File: src/rtl/toggle_updown_counter_pkg.sv
// Shared definitions for the toggle-cell up/down counter.
// Direction encoding and the next-count rule used by the counter.
package toggle_updown_counter_pkg;

  localparam logic DIR_UP   = 1'b1;
  localparam logic DIR_DOWN = 1'b0;

  // Next count of a mod-modulo counter for one enabled step.
  function automatic int unsigned next_count(
    input int unsigned q,
    input logic        up,
    input int unsigned modulo
  );
    if (up == DIR_UP) begin
      return (q >= modulo - 32'd1) ? 32'd0 : q + 32'd1;
    end
    return (q == 32'd0) ? modulo - 32'd1 : q - 32'd1;
  endfunction

endpackage

File: src/rtl/toggle_updown_counter_cell.sv
// Single-bit negedge toggle register with sync reset.
// Holds q and its complement as two registered bits.
module toggle_cell (
  input  logic clk,
  input  logic rst,
  input  logic t,
  output logic q,
  output logic qbar
);

  // Toggle on t, clear to q=0/qbar=1 on reset.
  always_ff @(negedge clk) begin
    if (rst) begin
      q    <= 1'b0;
      qbar <= 1'b1;
    end else if (t) begin
      q    <= ~q;
      qbar <= ~qbar;
    end
  end

endmodule

File: src/rtl/toggle_updown_counter.sv
// Mod-N up/down counter built from toggle cells.
// Generates per-bit toggles, terminal count and wrap pulse.
module toggle_updown_counter
  import toggle_updown_counter_pkg::*;
#(
  parameter int unsigned WIDTH  = 4,
  parameter int unsigned MODULO = 10
) (
  input  logic             clk,
  input  logic             rst,
  input  logic             en,
  input  logic             up,
  input  logic             load,
  input  logic [WIDTH-1:0] din,
  output logic [WIDTH-1:0] q,
  output logic [WIDTH-1:0] qbar,
  output logic             tc,
  output logic             wrap
);

  if (MODULO < 2 || MODULO > (1 << WIDTH)) begin : g_bad_modulo
    $error("MODULO must be in 2..2**WIDTH");
  end

  localparam logic [WIDTH:0]   MOD_X  = (WIDTH+1)'(MODULO);
  localparam logic [WIDTH:0]   LAST_X = (WIDTH+1)'(MODULO - 1);
  localparam logic [WIDTH-1:0] LAST_Q = WIDTH'(MODULO - 1);

  logic [WIDTH:0]   q_x;
  logic [WIDTH:0]   din_x;
  logic [WIDTH-1:0] nxt;
  logic [WIDTH-1:0] t;
  logic             at_top;
  logic             at_zero;

  assign q_x     = {1'b0, q};
  assign din_x   = {1'b0, din};
  assign at_top  = (q_x == LAST_X);
  assign at_zero = (q == '0);

  assign tc = en & (((up == DIR_UP) & at_top) |
                    ((up == DIR_DOWN) & at_zero));

  // Target count; load goes through the toggle path too.
  always_comb begin
    nxt = q;
    if (load) begin
      nxt = (din_x < MOD_X) ? din : LAST_Q;
    end else if (en) begin
      nxt = WIDTH'(next_count(32'(q), up, MODULO));
    end
  end

  assign t = q ^ nxt;

  for (genvar i = 0; i < WIDTH; i++) begin : g_cell
    toggle_cell u_cell (
      .clk  (clk),
      .rst  (rst),
      .t    (t[i]),
      .q    (q[i]),
      .qbar (qbar[i])
    );
  end

  // One-period pulse on an enabled wrap; load and reset suppress it.
  always_ff @(negedge clk) begin
    if (rst) begin
      wrap <= 1'b0;
    end else begin
      wrap <= tc & ~load;
    end
  end

endmodule

File: config.mk
export PLATFORM = sky130hd
export DESIGN_NAME = toggle_updown_counter
export DESIGN_NICKNAME = d
export VERILOG_FILES = /design/src/rtl/toggle_updown_counter_pkg.sv /design/src/rtl/toggle_updown_counter_cell.sv /design/src/rtl/toggle_updown_counter.sv
export SDC_FILE = /design/constraint.sdc
export NUM_CORES = 1
export LEC_CHECK = 0
export ABC_AREA = 1
export CAP_MARGIN = 30
export CORE_MARGIN = 10
export CORE_UTILIZATION = 45
export CTS_BUF_LIST = sky130_fd_sc_hd__clkbuf_4
export DETAILED_ROUTE_END_ITERATION = 6
export GPL_ROUTABILITY_DRIVEN = 1
export PLACE_DENSITY = 0.71
export SYNTH_ARGS = -nofsm -noshare
export SYNTH_HDL_FRONTEND = slang
export SYNTH_SLANG_ARGS = --single-unit
File: constraint.sdc
create_clock -name clk -period 2.1 [get_ports clk]
set_input_delay 0.21 -clock clk [delete_from_list [all_inputs] [get_ports clk]]
set_output_delay 0.21 -clock clk [all_outputs]
set_load 0.05 [all_outputs]
== Word level (Yosys, flattened, before mapping) ==
Cells that the tools add are included.
Word-level totals
  register bits: 9
  bits in latches: 0
  RAM bits: 0
  ROM bits: 0
  input bits: 9
  output and inout port bits: 10
  logic and storage cells: 41
  memories: 0
Operators by class
  add/sub/neg operators: 2
  multiply operators: 0
  div/mod/pow operators: 0
  magnitude comparators: 2
  eq/ne operators: 1
  shift-type cells: 0
  multiplexer cells: 10
  bitwise gates (word level): 16
  reduce and logical (&&, ||, !) cells: 1
Operator list (count)
  2-to-1 mux 4 bit: 7
  inverter 1 bit: 10
  adder 4 x 1 -> 4 bit, second input constant: 1
  AND 1 bit: 4
  == test 4 bit, second input constant: 1
  greater-or-equal comparator 4 bit, second input constant: 1
  logical NOT 4 bit: 1
  < comparator 4 bit, second input constant: 1
  subtractor 4 x 1 -> 4 bit, second input constant: 1
  XOR 4 bit: 1
  2-to-1 mux 1 bit: 3
  OR 1 bit: 1

== Logic depth before layout (Yosys ltp) ==
  depth after elaboration: 7
  depth in mapped cells: 11
  mapped depth without buffers: 11

== Cells and area by module ==
Synthesis repeated with hierarchy kept, for this count alone.
Unflattened totals
  cell total of the unflattened synthesis: 131
  area, all modules: 775.7 um2
By module, submodules not included
  toggle_updown_counter: instances 1, cells each 79, area an instance 445.4 um2, seq. area each 20.0 um2
  toggle_cell: instances 4, cells each 13, area an instance 82.6 um2, seq. area each 40.0 um2

==> results.toml <==
[logic_synthesis]
synth-seq-area-share_pct = 24.0
syn_nets = 120
yosys_warnings = 0
synth_edf_count = 0
avgSynthCellArea_um2 = 7.03
synth-main-ff-cell = "dfxtp_1"
synth_cells = 107
synth_area_um2 = 752
yosys_register_bits = 9
synth_area_leaders = "dfxtp_1 (24%), nand3_1 (12%), nand2_1 (11%), buf_4 (8.0%), ha_1 (6.7%)"
yosysTopAreaCell = "dfxtp_1"
synth_top_area_share_pct = 24.0
synthDistinctLibCells = 24
async_flop_share_pct = 0

[drt]
drc = 0
dr_total_vias = 930
first_iter_violations = 48
drt_first_pass_iters = 4
drt-total-wl_mm = 2.72
antenna_left = 0
viasPerCell = 5.47
wl_per_cell_um = 16.0

[power_and_ir_drop]
worst_ir_drop_vdd_mv = 0.580
leakage_nw = 0.667
p_total_mw = 0.841
p_per_area_nw_per_um2 = 643

[cts]
cts_tree = "done"
cts-root-buf = "clkbuf_4"
worst_skew_pair.late_latency_ns = 0.35
clkSinkCount = 9
clk_pin_slew_ns = 0.04
cts_made_buffers = 3
clock_path_buffers = 2
htreeDepth = 1

[sta]
final-max-slew-violation-count = 0
max_slew_margin_pct = 74.6
hold_violations = 0
worst_pin_slew_ns = 0.381
rsz0062_at_grt = "yes"
worst_slack_ns = -0.665
skew_ns = 0.0141
setup_viol = 5

[floorplan]
initial_core_util_pct = 48.8
die-area_um2 = 3710
rows = 14
pin_count = 19
die_w_um = 60.9
placeableCoreArea_um2 = 1540
die_height_um = 60.9

[setup_path]
cp-start-kind = "flop"
crit_path_frequent_cell = "inv_2"
worst_ep_required_time_ns = 1.89
critPathKind = "reg -> out"
cp-end-kind = "output port"
crit_arrival_ns = 2.55
crit_chain = "inv_2, ha_4, inv_2, o31ai_4, nand2_2, nor2_4, buf_12"
worstPathMaxFanout = 2
crit_buf_inv = 3
critPathTopFamily = "flip-flops"
slowest_stage = "dfxtp_2"
critPathMaxStageDelay_ns = 0.31

[run]
max_cap_viol_count = 0

[worst_hold_path]
hp-class = "reg -> reg"

[layout]
stdcell_area_um2 = 1310
final_util_pct = 84.8
antenna_cells = 0
final_cells = 170
synthToLayoutAreaGrowth_pct = 73.9
drive_above_1_share_pct = 46.8
nets = 168

[placement]
io_buffers = 18
postPlaceCellArea_um2 = 1100
dp_hpwl_mm = 1.69
place_inst = 148
place_congestion = 0.836
pre_cts_slack_ns = -0.493

[grt]
grt_pass1_vias = 948
grt_use_total_pct = 13.0
grt_max_degree = 10
antenna_found_initial = 0
grt_pass1_wl_mm = 3.83
gr-total-overflow = 0

[status]
outcome = "finished with violations"
violations = "negative setup slack"
==> kinds of logic (layout without fill, tap and decap cells) <==
family | Yosys count | after routing | synth area share, %
AOI/OAI and AO/OA | 11 | 11 | 9.65
xor gates and xnor gates | 6 | 6 | 6.99
adders and majority gates | 4 | 4 | 6.66
buffers and inverters | 24 | 71 | 18.8
DFF | 9 | 9 | 24.0
and+or+nand+nor | 53 | 53 | 33.9
==> report_power, final <==
part	leakage, nW	internal (mW)	switching [mW]	total, mW
registers	0.0768	0.193	0.0242	0.217
clock network	0.0671	0.0918	0.124	0.216
logic	0.523	0.198	0.209	0.407
==> cell usage after synthesis (4+ instances only) <==
| master | count |
|---|---|
| nand2_1 | 22 |
| nand2_2 | 4 |
| ha_1 | 4 |
| nand3_1 | 18 |
| inv_1 | 11 |
| a21oi_1 | 7 |
| buf_4 | 8 |
| xor2_1 | 4 |
| dfxtp_1 | 9 |
==> routing by layer <==
layer,share of wire [%],GRT usage (%),vias up
met5,0,0,-
met4,2.4,4.70,0
met3,9.6,6.47,11
met2,54,24.0,53
met1,34,12.0,430
li1,-,-,436
==> repair_timing <==
item	CTS	global route
setup endpoints to repair	17	19
pin swaps	3	3
gates resized for setup	15	17
hold buffers	0	0
gates cloned	0	0
buffers inserted	4	7
==> flip-flops by register name, summed over array words and instances (netlist names) <==
| name | count |
|---|---|
| g_cell.u_cell.q | 4 |
| g_cell.u_cell.qbar | 4 |
| wrap | 1 |
==> cell usage in the layout (no fill, tap or decap), types with 2 or more instances in the layout <==
cell type	instances
dfxtp_4	4
clkdlybuf4s50_1	5
xor2_1	4
xnor2_1	2
buf_12	10
clkbuf_4	3
buf_6	5
nor2_4	2
buf_4	23
dfxtp_2	5
a21oi_1	6
nand2_1	20
nand4_1	2
ha_1	2
inv_1	17
nand2_2	6
nand3_1	18
inv_2	5
==> worst register-to-register path, stage by stage (launching register included) <==
cell and delay (ns):
dfxtp_2 0.31, buf_4 0.13, buf_6 0.10, buf_6 0.11, buf_4 0.15, ha_1 0.20, or2_2 0.28, nand2_1 0.08
nand3_1 0.08, nand2_1 0.13, nand2_1 0.08, nand2_1 0.07, nand3_1 0.07
==> per-stage QoR <==
stage	hold WS, ns	setup TNS [ns]
floorplan	0.548	-0.346
global placement	0.617	-3.80
detailed placement	0.645	-4.20
CTS	0.601	-1.28
global route	0.638	-1.53
finish	0.613	-1.35
==> worst paths after layout <==
| kind | from | to | slack [ns] | cells after the start |
|---|---|---|---|---|
| max | g_cell[1].u_cell.q | tc | -0.66 | 7 |
| min | g_cell[1].u_cell.qbar | g_cell[1].u_cell.qbar | 0.61 | 3 |
| max reg2reg | g_cell[1].u_cell.q | g_cell[1].u_cell.qbar | 0.19 | 12 |
| min reg2reg | g_cell[1].u_cell.qbar | g_cell[1].u_cell.qbar | 0.61 | 3 |
==> layout make-up <==
| cell class | instances | area (um2) |
|---|---|---|
| Tap cell | 16 | 20.0 |
| Timing Repair Buffer | 46 | 505 |
| Multi-Input combinational cell | 74 | 475 |
| Sequential cell | 9 | 201 |
| Clock buffer | 3 | 22.5 |
| Inverter | 12 | 45.0 |
| Clock inverter | 10 | 37.5 |
| Fill cell | 75 | 234 |
Note: power is estimated with default switching activity, not from simulation.
